File: src/rtl/gray_arb_pkg.sv
// Shared types and defaults for the gray-image memory read arbiter.
package gray_arb_pkg;

  localparam int unsigned DefAddrW    = 14;
  localparam int unsigned DefDataW    = 8;
  localparam int unsigned DefMaxBurst = 9;

  typedef enum logic [1:0] {
    StIdle,
    StOwn0,
    StOwn1
  } arb_state_e;

  function automatic arb_state_e own_state(input logic owner);
    return owner ? StOwn1 : StOwn0;
  endfunction

endpackage

File: src/rtl/gray_mem_arbiter_if.sv
// Requester and memory-side signals of the gray-image read arbiter.
// slave: arbiter view; master: requester/memory environment view.
interface gray_mem_arbiter_if import gray_arb_pkg::*; #(
  parameter int unsigned ADDR_W = DefAddrW,
  parameter int unsigned DATA_W = DefDataW
);
  logic              m0_req;
  logic [ADDR_W-1:0] m0_addr;
  logic              m0_gnt;
  logic              m0_rvalid;
  logic [DATA_W-1:0] m0_rdata;

  logic              m1_req;
  logic [ADDR_W-1:0] m1_addr;
  logic              m1_gnt;
  logic              m1_rvalid;
  logic [DATA_W-1:0] m1_rdata;

  logic              mem_ready;
  logic              mem_req;
  logic [ADDR_W-1:0] mem_addr;
  logic [DATA_W-1:0] mem_data;

  modport slave (
    input  m0_req, m0_addr, m1_req, m1_addr, mem_ready, mem_data,
    output m0_gnt, m0_rvalid, m0_rdata, m1_gnt, m1_rvalid, m1_rdata, mem_req, mem_addr
  );

  modport master (
    output m0_req, m0_addr, m1_req, m1_addr, mem_ready, mem_data,
    input  m0_gnt, m0_rvalid, m0_rdata, m1_gnt, m1_rvalid, m1_rdata, mem_req, mem_addr
  );
endinterface

File: src/rtl/gray_arb_rdmux.sv
// Read-return steering: remembers who owned the last accepted beat and routes
// the memory data back to that requester one cycle later.
module gray_arb_rdmux #(
  parameter int unsigned DATA_W = 8
) (
  input  logic              clk,
  input  logic              reset,
  input  logic              beat,
  input  logic              beat_owner,
  input  logic [DATA_W-1:0] mem_data,
  output logic              m0_rvalid,
  output logic [DATA_W-1:0] m0_rdata,
  output logic              m1_rvalid,
  output logic [DATA_W-1:0] m1_rdata
);

  logic rd_pend_q;
  logic rd_owner_q;

  // Reset drops any in-flight read so no stale rvalid escapes.
  always_ff @(posedge clk or posedge reset) begin
    if (reset) begin
      rd_pend_q  <= 1'b0;
      rd_owner_q <= 1'b0;
    end else begin
      rd_pend_q <= beat;
      if (beat) begin
        rd_owner_q <= beat_owner;
      end
    end
  end

  assign m0_rvalid = rd_pend_q & ~rd_owner_q;
  assign m1_rvalid = rd_pend_q & rd_owner_q;
  assign m0_rdata  = m0_rvalid ? mem_data : '0;
  assign m1_rdata  = m1_rvalid ? mem_data : '0;

endmodule

File: src/rtl/gray_mem_arbiter.sv
// Two-requester burst arbiter for the shared gray-image read port.
// Define GRAY_ARB_RR_EN for round-robin tie-break; default is fixed priority to requester 0.
module gray_mem_arbiter import gray_arb_pkg::*; #(
  parameter int unsigned ADDR_W    = DefAddrW,
  parameter int unsigned DATA_W    = DefDataW,
  parameter int unsigned MAX_BURST = DefMaxBurst
) (
  input logic               clk,
  input logic               reset,
  gray_mem_arbiter_if.slave bus
);

  localparam logic [3:0] LastBeat = 4'(MAX_BURST - 1);

  arb_state_e state_q, state_d;
  logic [3:0] cnt_q, cnt_d, cnt_base;
  logic       rr_last_q, rr_last_d;

  logic              cont, drop, cur_owner;
  logic              own_valid, own, beat, active;
  logic [ADDR_W-1:0] sel_addr;

  assign active    = ~reset;
  assign cur_owner = (state_q == StOwn1);

  always_comb begin
    cont = ((state_q == StOwn0) && bus.m0_req) || ((state_q == StOwn1) && bus.m1_req);
    drop = ((state_q == StOwn0) && !bus.m0_req) || ((state_q == StOwn1) && !bus.m1_req);

    // A dropped owner falls straight into the idle decision this same cycle.
    own_valid = 1'b0;
    own       = 1'b0;
    if (cont) begin
      own_valid = 1'b1;
      own       = cur_owner;
    end else if (bus.m0_req && bus.m1_req) begin
      own_valid = 1'b1;
`ifdef GRAY_ARB_RR_EN
      own       = ~rr_last_q;
`else
      own       = 1'b0;
`endif
    end else begin
      own_valid = bus.m0_req | bus.m1_req;
      own       = bus.m1_req;
    end

    cnt_base = cont ? cnt_q : 4'd0;
    beat     = own_valid & bus.mem_ready & active;
    sel_addr = own ? bus.m1_addr : bus.m0_addr;

    state_d   = state_q;
    cnt_d     = cnt_q;
    rr_last_d = rr_last_q;
    if (drop) begin
      state_d   = StIdle;
      cnt_d     = 4'd0;
      rr_last_d = cur_owner;
    end
    if (beat) begin
      if (cnt_base == LastBeat) begin
        state_d   = StIdle;
        cnt_d     = 4'd0;
        rr_last_d = own;
      end else begin
        state_d = own_state(own);
        cnt_d   = cnt_base + 4'd1;
      end
    end
  end

  always_ff @(posedge clk or posedge reset) begin
    if (reset) begin
      state_q   <= StIdle;
      cnt_q     <= 4'd0;
      rr_last_q <= 1'b1;
    end else begin
      state_q   <= state_d;
      cnt_q     <= cnt_d;
      rr_last_q <= rr_last_d;
    end
  end

  assign bus.mem_req  = own_valid & active;
  assign bus.mem_addr = (own_valid && active) ? sel_addr : '0;
  assign bus.m0_gnt   = beat & ~own;
  assign bus.m1_gnt   = beat & own;

  gray_arb_rdmux #(
    .DATA_W(DATA_W)
  ) u_rdmux (
    .clk       (clk),
    .reset     (reset),
    .beat      (beat),
    .beat_owner(own),
    .mem_data  (bus.mem_data),
    .m0_rvalid (bus.m0_rvalid),
    .m0_rdata  (bus.m0_rdata),
    .m1_rvalid (bus.m1_rvalid),
    .m1_rdata  (bus.m1_rdata)
  );

endmodule

File: src/flat_wrapper.sv
// flat-port wrapper written by rule: the top's interface ports become plain ports
module gray_mem_arbiter_flat import gray_arb_pkg::*;
#(
  parameter int unsigned ADDR_W    = DefAddrW,
  parameter int unsigned DATA_W    = DefDataW,
  parameter int unsigned MAX_BURST = DefMaxBurst
)
  (clk, reset, bus_m0_req, bus_m0_addr, bus_m1_req, bus_m1_addr, bus_mem_ready, bus_mem_data, bus_m0_gnt, bus_m0_rvalid, bus_m0_rdata, bus_m1_gnt, bus_m1_rvalid, bus_m1_rdata, bus_mem_req, bus_mem_addr);
  gray_mem_arbiter_if #(.ADDR_W(ADDR_W), .DATA_W(DATA_W)) bus_i ();
  input logic clk;
  input logic reset;
  input wire logic [$bits(bus_i.m0_req)-1:0] bus_m0_req;
  input wire logic [$bits(bus_i.m0_addr)-1:0] bus_m0_addr;
  input wire logic [$bits(bus_i.m1_req)-1:0] bus_m1_req;
  input wire logic [$bits(bus_i.m1_addr)-1:0] bus_m1_addr;
  input wire logic [$bits(bus_i.mem_ready)-1:0] bus_mem_ready;
  input wire logic [$bits(bus_i.mem_data)-1:0] bus_mem_data;
  output wire logic [$bits(bus_i.m0_gnt)-1:0] bus_m0_gnt;
  output wire logic [$bits(bus_i.m0_rvalid)-1:0] bus_m0_rvalid;
  output wire logic [$bits(bus_i.m0_rdata)-1:0] bus_m0_rdata;
  output wire logic [$bits(bus_i.m1_gnt)-1:0] bus_m1_gnt;
  output wire logic [$bits(bus_i.m1_rvalid)-1:0] bus_m1_rvalid;
  output wire logic [$bits(bus_i.m1_rdata)-1:0] bus_m1_rdata;
  output wire logic [$bits(bus_i.mem_req)-1:0] bus_mem_req;
  output wire logic [$bits(bus_i.mem_addr)-1:0] bus_mem_addr;
  assign bus_i.m0_req = bus_m0_req;
  assign bus_i.m0_addr = bus_m0_addr;
  assign bus_i.m1_req = bus_m1_req;
  assign bus_i.m1_addr = bus_m1_addr;
  assign bus_i.mem_ready = bus_mem_ready;
  assign bus_i.mem_data = bus_mem_data;
  assign bus_m0_gnt = bus_i.m0_gnt;
  assign bus_m0_rvalid = bus_i.m0_rvalid;
  assign bus_m0_rdata = bus_i.m0_rdata;
  assign bus_m1_gnt = bus_i.m1_gnt;
  assign bus_m1_rvalid = bus_i.m1_rvalid;
  assign bus_m1_rdata = bus_i.m1_rdata;
  assign bus_mem_req = bus_i.mem_req;
  assign bus_mem_addr = bus_i.mem_addr;
  gray_mem_arbiter #(.ADDR_W(ADDR_W), .DATA_W(DATA_W), .MAX_BURST(MAX_BURST)) u_core (.clk(clk), .reset(reset), .bus(bus_i));
endmodule
File: config.mk
export PLATFORM = sky130hd
export DESIGN_NAME = gray_mem_arbiter_flat
export DESIGN_NICKNAME = d
export VERILOG_FILES = /design/src/rtl/gray_arb_pkg.sv /design/src/rtl/gray_mem_arbiter_if.sv /design/src/rtl/gray_arb_rdmux.sv /design/src/rtl/gray_mem_arbiter.sv /design/src/flat_wrapper.sv
export SDC_FILE = /design/constraint.sdc
export NUM_CORES = 1
export LEC_CHECK = 0
export CAP_MARGIN = 40
export CORE_MARGIN = 4
export CORE_UTILIZATION = 34
export DETAILED_ROUTE_END_ITERATION = 12
export HOLD_SLACK_MARGIN = 0.05
export PLACE_DENSITY = 0.91
export REMOVE_ABC_BUFFERS = 1
export SYNTH_ARGS = -nofsm -noshare
export SYNTH_HDL_FRONTEND = slang
export SYNTH_HIERARCHICAL = 1
export SYNTH_SLANG_ARGS = --single-unit
File: constraint.sdc
create_clock -name clk -period 2.9 [get_ports clk]
set_input_delay 0.58 -clock clk [delete_from_list [all_inputs] [get_ports clk]]
set_output_delay 0.58 -clock clk [all_outputs]
set_load 0.02 [all_outputs]
==> results of run 1 <==
[kinds of logic after synthesis]
group | Yosys count | synth area share [%]
and+or+nand+nor | 60 | 38.89
buffers and inverters | 11 | 8.974
DFF | 8 | 22.79
adders and majority gates | 1 | 1.424
AOI/OAI and AO/OA | 12 | 10.68
muxes | 15 | 17.24
[sequential cells by signal (all words and copies together) (netlist names)]
name                       count
u_core/u_rdmux/rd_pend_q       1
u_core/u_rdmux/rd_owner_q      1
u_core/cnt_q                   4
u_core/state_q                 2
[power by group]
part           total, uW  internal [uW]  switching [uW]
sequential           143            121            21.8
combinational        235            137            98.0
clock               85.0           47.3            37.7
[final timing paths]
kind | startpoint | to | slack (ps) | cells after the start
worst min register to register | u_core/cnt_q[3] | u_core/cnt_q[3] | 540 | 1
worst max-delay path | bus_m0_req | bus_mem_req | 90 | 6
max in group asynchronous | reset | u_core/cnt_q[3] | 2100 | 3
worst max register to register | u_core/state_q[0] | u_core/cnt_q[2] | 1070 | 8
min in group asynchronous | reset | u_core/u_rdmux/rd_owner_q | 560 | 2
worst min-delay path | u_core/cnt_q[3] | u_core/cnt_q[3] | 540 | 1
[per-layer routing]
metal  up-vias  wire length, um  share of wire [%]
met5         -                0                  0
met4         0               18               0.58
met3         2              388                 13
met2        71             1579                 51
met1       496             1117                 36
li1        545                -                  -
[per-stage QoR]
step / instance area [um2] / hold slack [ps] / utilization (%)
after detailed placement: 1692 / 531.4 / 68.28
after floorplan: 818.3 / 321.2 / -
after global placement: 1692 / 515.8 / 68.28
after CTS: 1713 / 543.5 / 69.14
after global routing: 1745 / 559.8 / 70.45
final: 1745 / 537.1 / 70.45
[worst reg2reg max path, stage by stage, from the launching register on]
cell	delay, ps
dfrtp_1	480
nor2b_1	190
o2bb2ai_1	170
nand2_1	100
ha_1	220
and3b_1	220
nor3_1	190
nand3_1	110
o21ai_1	80
[area by class of cell]
class	instances	area [um2]	area share (%)
inverter	5	18.77	1.075
multi-input combinational	88	599.3	34.34
timing repair buffer	83	867.1	49.68
sequential	8	200.2	11.47
clock buffer	3	22.52	1.290
tap	30	37.54	2.151
[cells in the final DEF, fill, tap and decap left out]
cell type,n
a21boi_2,1
buf_4,6
and3b_2,4
and3_1,9
nor2_1,17
nor3b_1,1
ha_1,1
nor4_2,1
nor2b_1,2
buf_12,2
clkbuf_4,3
o2bb2ai_1,1
dlygate4sd2_1,1
nand2b_1,2
and2_1,2
nand3_1,7
clkdlybuf4s50_1,61
dfrtp_1,8
or2_1,1
a221oi_2,1
and3b_1,5
nand2_1,7
mux2_2,1
o21ai_0,2
nor3_1,1
dlymetal6s2s_1,13
inv_1,4
a21oi_1,1
mux2i_1,14
a32o_1,1
a31oi_1,1
and2b_1,1
inv_2,1
o21ai_1,2
a22o_1,2
==> run metrics, run 1 <==
GRT met2 Usage=a little over a third; asr flop ratio synth=100.0%; global route overflow=0; TritonCTS clock tree=done; core footprint=approximately 2500 um2; Seq/Total Area, Yosys=around 23%; number of buffers inserted by hold repair at cts=0; DIE HEIGHT=58.83 um; met1 Use GR=18.61%; CTS buffer count=3; Rel. slew slack=73.35%; first-pass GRT wire length=approximately 5000 um; worst setup path class=in -> out; total number of vias=around 1100; clk buf depth=2; gpl congestion=between 0.7 and 0.8; placed insts=around 210; Area Growth Syn to Fin=98.72%; Final WS setup=85.77 ps; Power Total=roughly 460 uW; Distinct cells, synth=33; main area contributors after synthesis=dfrtp_1 23%, mux2i_1 16%, nor2_1 7.3%; CP endpoint kind=primary output; CTS Root Cell=clkbuf_4; Final setup viols=0; Pleak=0.0009584 uW; Worst-path clk slew=50 ps; skew final=~0.41 ps; # Post-CTS Setup Buffers=0; TritonCTS Sinks=8; FILL cells=around 210; most used cell, CP=clkdlybuf4s50_1; pre-CTS WS=between 30 and 40 ps; WP buf/inv=4; Syn Area/Cell=about 8 um2; vias in the first global route=about 1200; antenna violations before repair=0; H-tree levels=1; Final Max Slew Viols=0; final wirelength=approximately 3100 um; Tcrit/Tclk final=between 90% and 100%; vias per cell=5.134; outcome=complete, no violations; Die X=around 59 um; layout cells sized above 1=10.70%; io pins=76; # DRC=0; max cap viols=0; count leader, synth=nor2_1; CP max-delay cell=clkdlybuf4s50_1; Worst EP required=about 2300 ps; Peak VDD IR=around 0.20 mV; largest net degree at the start of global routing=20; RSZ-0062 raised after global routing=no; DR iter-0 viols=38; GRT Max-Usage Layer=met2; Rows=18; Synth top area share=a little under a quarter; Critical Path AT=between 2000 and 2500 ps; n_diodes=0; Layout Nets=around 230; max incr delay on CP=between 500 and 600 ps; leading area contributor after synthesis=dfrtp_1; Seq cells post-synth=8; routed length per placed instance=between 10 and 15 um; Syn Inst Count=roughly 110; post-detailed-route count of antenna-violating nets=0; All-Layer GR Usage=a little under a fifth; Finished Layout Cells=about 220; met3 global-route usage=5.921%; Fin. Hold Viols=0; CP Launch Type=input pin; Initial Utilization=a little over a third; worst slew pin tran=399.7 ps; sum of negative setup slack=0 ps; post-cts sizing count=1; critical path, cell by cell=clkdlybuf4s50_1 > or2_1 > nand2_1 > buf_12 > inv_1 > clkdlybuf4s50_1; commonest register cell after synthesis=dfrtp_1; TritonRoute pass-1 iters=4; most frequent cells after synthesis=17 x nor2_1, 14 x mux2i_1, 9 x and3_1; DIE AREA=about 3500 um2; Max Freq=0.3553 GHz; Hold WC Path Type=reg -> reg; mapped cell area=about 880 um2; Post-synth EDFFs=0; cell area power density=between 200 and 300 nW/um2; DP HPWL=2460 um; Crit Path Max Fanout=15; Skew-Pair Late Insertion Delay=around 250 ps; Yosys Warn Count=6; Crit path max-delay family=buffers and inverters; PortBufs=75; crit path time final=~2800 ps
(Power assumes the default switching activity.)
==> run 2: changes to the inputs <==
- PLACE_DENSITY: 0.91 -> 0.86
==> run 2 against run 1 <==
  * Non-clock buffer count grew 1
  * Wire length about the same
  * Sequential share of layout area down 0.074 points
  * Sequential cell count unchanged
  * Design area up 0.65%
  * Sequential power hardly changed
  * Register-to-register slack gained 70 ps
  * First-iteration DRC count rose by 24%
  * Setup slack better by 31 ps
  * Via count is 1.8% higher
  * Total power up 0.30%
  * Final cell count rose by 0.46%
==> run metrics, run 2 (synthesized netlist as in run 1, its figures left out) <==
Max Freq=0.3593 GHz (+1.1%); Tcrit/Tclk final=95.96% (-1.1 points); Largest regs=u_core/cnt_q (4), u_core/state_q (2); Cells on Worst Hold Path=1 (unchanged); Final Max Slew Viols=0 (unchanged); Final setup viols=0 (unchanged); Skew-Pair Late Insertion Delay=260 ps (about the same); DIE HEIGHT=58.83 um (unchanged); RSZ-0062 raised after global routing=no; Crit Path Max Fanout=17 (+2); DP HPWL=2520 um (+2.4%); CTS buffer count=3 (unchanged); max reg flops=4 (unchanged); CP endpoint kind=primary output; commonest non-fill, non-tap cell in the layout=clkdlybuf4s50_1; antenna violations before repair=0 (unchanged); Pleak=0.0009745 uW (+1.7%); Worst-path clk slew=60 ps (about the same); TritonRoute pass-1 iters=6 (+2); hold wc startpoint=u_core/cnt_q[3]; FF-to-FF path depth=7 (-1); Critical Path AT=2200 ps (-30 ps); fin util=70.91% (+0.45 points); FF-to-FF setup slack=1140 ps (+70 ps); crit path time final=2783 ps (-31.39 ps); outcome=complete, no violations; global route overflow=0 (unchanged); largest net degree at the start of global routing=20 (unchanged); placed insts=215 (+0.47%); most used cell, CP=clkdlybuf4s50_1; total number of vias=1134 (+1.8%); vias per cell=5.202 (+1.3%); gpl congestion=0.7205 (-2.6%); layout cells sized above 1=11.17% (+0.48 points); Rel. slew slack=73.08% (-0.27 points); post-detailed-route count of antenna-violating nets=0 (unchanged); largest reg by FF count=u_core/cnt_q; final wirelength=3101 um (about the same); FILL cells=188 (-8.7%); Finished Layout Cells=218 (+0.46%); skew final=10.24 ps (+9.832 ps); # Post-CTS Setup Buffers=0 (unchanged); All-Layer GR Usage=17.35% (-0.93 points); sum of negative setup slack=0 ps (unchanged); H-tree levels=1 (unchanged); critical path, cell by cell=clkdlybuf4s50_1 > a21boi_2 > buf_12 > and2_1 > clkdlybuf4s50_1; first-pass GRT wire length=4712 um (-5.4%); clk buf depth=2 (unchanged); n_diodes=0 (unchanged); cell area power density=264.4 nW/um2 (-0.34%); DIE AREA=3460 um2 (unchanged); TritonCTS Sinks=8 (unchanged); Peak VDD IR=0.2553 mV (+29%); worst slew pin tran=403.8 ps (+4.035 ps); CP Launch Type=input pin; # DRC=0 (unchanged); io pins=76 (unchanged); RR Endpoint=u_core/state_q[0]; PortBufs=75 (unchanged); Fin. Hold Viols=0 (unchanged); Worst EP required=2320 ps (about the same); Area Growth Syn to Fin=100.0%; max incr delay on CP=590 ps (about the same); core footprint=2477 um2 (unchanged); Layout Nets=232 (+0.43%); hold-critical path endpoint=u_core/cnt_q[3]; commonest cells after routing, fill and taps aside=61 x clkdlybuf4s50_1, 17 x nor2_1, 14 x dlymetal6s2s_1, 14 x mux2i_1, 9 x and3_1; CTS Root Cell=clkbuf_4; Die X=58.83 um (unchanged); max cap viols=0 (unchanged); RR Startpoint=u_core/state_q[0]; CP max-delay cell=clkdlybuf4s50_1; routed length per placed instance=14.22 um (-0.55%); Hold WC Path Type=reg -> reg; Rows=18 (unchanged); worst setup path class=in -> out; Initial Utilization=35.45% (unchanged); TritonCTS clock tree=done; DR iter-0 viols=47 (+24%); vias in the first global route=1134 (-5.4%)
## run 2: cell types whose count changed in the layout (fill, tap and decap cells not counted), sizes merged
| cell | change |
|---|---|
| buf | +1 |
| dlygate4sd2 | -1 |
| dlymetal6s2s | +1 |
## run 2: worst max-delay path by stage
| stage | startpoint | to | slack, ps | depth (start not counted) |
|---|---|---|---|---|
| detailed placement | bus_m1_req | bus_mem_addr[8] | 40 | 6 |
| global placement | bus_m1_req | bus_mem_addr[12] | 90 | 6 |
| CTS | bus_m1_req | bus_mem_addr[8] | 20 | 6 |
| finish | bus_m1_req | bus_m1_gnt | 120 | 5 |
| global route | reset | bus_m1_gnt | 20 | 6 |
| floorplan | bus_m0_req | bus_mem_addr[0] | 600 | 3 |
## run 2: through the flow
stage	hold WS [ps]	worst slack (ps)	total power (uW)	cell area, um2
final	534.8	117.2	464.5	1757
after global routing	561.9	20.52	491.4	1757
after floorplan	321.2	597.3	244.7	818.3
after global placement	521.4	92.19	374.7	1699
after detailed placement	525.3	36.23	382.1	1699
after CTS	536.4	23.85	469.0	1722
## run 2: timing repair
item | CTS | global route
setup endpoints to repair | 0 | 14
resized for setup | 0 | 14
hold buffers | 0 | 0
## run 2: cell type report
class	instances	area, um2	share of cell area (%)
clock buffer	3	22.52	1.282
multi-input combinational	88	599.3	34.12
inverter	5	18.77	1.068
tap	30	37.54	2.137
sequential	8	200.2	11.40
timing repair buffer	84	878.3	50.00
## run 2: layer usage
metal / vias to the layer above / GRT usage (%) / share of wire [%]
met5: - / 0 / 0
met1: 496 / 17.32 / 35
met2: 86 / 31.07 / 48
li1: 547 / - / -
met4: 0 / 6.149 / 0.58
met3: 5 / 8.333 / 17
## run 2: report_power, final
part	internal, uW	total [uW]	switching (uW)
Sequential	122	143	21.0
Clock	47.4	86.4	39.0
Combinational	138	236	97.5
Total	307	465	158
## run 2: critical path: cells and delay by family
kind            cells  cell delay [ps]
simple gates        1              140
compound gates      1              210
buf+inv             3             1260
==> run 3: changes to the inputs <==
- CORE_UTILIZATION: 34 -> 30
- PLACE_DENSITY: 0.86 -> 0.77
==> run 3 against run 2 <==
  * Sequential share of layout area hardly changed
  * Sequential cell count unchanged
  * Clock power shrank 4.6%
  * Die area up 11%
  * Sequential power hardly changed
  * Utilization decreased by 7.8 points
  * Design area shrank 0.14%
  * Total power decreased by 1.3%
  * Critical path type unchanged
==> run metrics, run 3 (synthesized netlist as in run 1, its figures left out) <==
CTS Root Cell=clkbuf_4; Min Hold Slack=545.2 ps (+10.41 ps); DIE AREA=3858 um2 (+11%); PortBufs=75 (unchanged); final wirelength=2905 um (-6.3%); io pins=76 (unchanged); TritonRoute pass-1 iters=4 (-2); max incr delay on CP=600 ps (about the same); skew final=0.4027 ps (-9.839 ps); Initial Utilization=31.58% (-3.9 points); vias in the first global route=1114 (-1.8%); Hold WC Path Type=in -> async; DR iter-0 viols=53 (+13%); first-pass GRT wire length=4843 um (+2.8%); n_diodes=0 (unchanged); Final setup viols=0 (unchanged); largest net degree at the start of global routing=20 (unchanged); global route overflow=0 (unchanged); Fin. Hold Viols=0 (unchanged); outcome=complete, no violations; fin util=63.07% (-7.8 points); RR Endpoint=u_core/cnt_q[2]; DIE HEIGHT=62.11 um (+5.6%); gpl congestion=0.8058 (+12%); Peak VDD IR=0.1843 mV (-28%); commonest cells after routing, fill and taps aside=61 x clkdlybuf4s50_1, 17 x nor2_1, 14 x mux2i_1; CTS buffer count=3 (unchanged); Layout Nets=232 (unchanged); cell area power density=261.3 nW/um2 (-1.2%); layout cells sized above 1=11.17% (unchanged); post-detailed-route count of antenna-violating nets=0 (unchanged); # DRC=0 (unchanged); clk buf depth=2 (unchanged); FF-to-FF setup slack=990 ps (-150 ps); vias per cell=5.096 (-2.0%); most used cell, CP=clkdlybuf4s50_1; Power Total=458.3 uW (-1.3%); pre-CTS WS=4.242 ps (-31.99 ps); crit path time final=2828 ps (+45.30 ps); DP HPWL=2419 um (-4.0%); Final WS setup=71.87 ps (-45.30 ps); Crit path max-delay family=buffers and inverters; Die X=62.11 um (+5.6%); Pleak=0.0009626 uW (-1.2%); TritonCTS clock tree=done; max reg flops=4 (unchanged); Skew-Pair Late Insertion Delay=240 ps (-20 ps); Rel. slew slack=71.09% (-2.0 points); # Post-CTS Setup Buffers=0 (unchanged); instance count on the critical path=5 (unchanged); Worst-path clk slew=50 ps (about the same); CP max-delay cell=clkdlybuf4s50_1; Max Freq=0.3536 GHz (-1.6%); Worst EP required=2320 ps (about the same); All-Layer GR Usage=14.69% (-2.7 points); Largest regs=u_core/cnt_q (4), u_core/state_q (2); largest reg by FF count=u_core/cnt_q; WP buf/inv=3 (unchanged); Setup crit start=bus_m1_req; Final Max Slew Viols=0 (unchanged); RR Startpoint=u_core/state_q[0]; sum of negative setup slack=0 ps (unchanged); critical path, cell by cell=clkdlybuf4s50_1 > a21boi_2 > buf_12 > and2_1 > clkdlybuf4s50_1; CP Launch Type=input pin; H-tree levels=1 (unchanged); Crit Path Max Fanout=15 (-2); TritonCTS Sinks=8 (unchanged); worst setup path class=in -> out; Critical Path AT=2250 ps (+50 ps); Rows=19 (+1); routed length per placed instance=13.26 um (-6.7%); Tcrit/Tclk final=97.52% (+1.6 points); CP endpoint kind=primary output; FF-to-FF path depth=8 (+1); antenna violations before repair=0 (unchanged); RSZ-0062 raised after global routing=no; Area Growth Syn to Fin=99.71%; commonest non-fill, non-tap cell in the layout=clkdlybuf4s50_1; worst slew pin tran=433.7 ps (+29.93 ps); core footprint=2781 um2 (+12%); max cap viols=0 (unchanged); FILL cells=230 (+22%); number of buffers inserted by hold repair at cts=0 (unchanged); total number of vias=1116 (-1.6%)
run 3: worst max path at each step:
stage | to | slack [ps]
detailed placement | bus_mem_addr[4] | 4
global route | bus_m1_gnt | 10
floorplan | bus_mem_addr[0] | 600
finish | bus_m1_gnt | 70
CTS | bus_mem_addr[6] | 8
global placement | bus_mem_addr[6] | 40
run 3: what timing repair did:
item	4_1_cts	5_1_grt
gates cloned	0	0
endpoints found under the setup margin	1	13
resized for setup	1	13
run 3: cell type report:
type | instances | area [um2] | area share [%]
tap | 31 | 38.79 | 2.211
timing repair buffer | 84 | 874.6 | 49.86
clock buffer | 3 | 22.52 | 1.284
inverter | 5 | 18.77 | 1.070
multi-input combinational | 88 | 599.3 | 34.17
sequential | 8 | 200.2 | 11.41
run 3: power breakdown:
group	switching, uW	total (uW)	internal [uW]
combinational	95.8	233	137
sequential	21.6	143	121
clock	35.3	82.4	47.2
run 3: per-layer routing:
metal  GRT usage [%]  vias up  part of all wire (%)
li1                -      541                     -
met1           16.89      488                    38
met2           23.70       85                    45
met3           7.027        2                    17
met4           4.878        0                  0.72
met5               0        -                     0
run 3: worst reg2reg max path, stage by stage, from the launching register on:
cell and delay, ps:
dfrtp_1 490, nor2b_1 200, o2bb2ai_1 250, nand2_1 110, ha_1 230, and3b_1 210, nor3_1 170, nand3_1 90
o21ai_1 90
run 3: per-stage QoR:
stage	std cells	area, um2
finish	219	1754
global route	219	1754
CTS	219	1722
detailed placement	216	1700
global placement	216	1700
floorplan	101	818.3
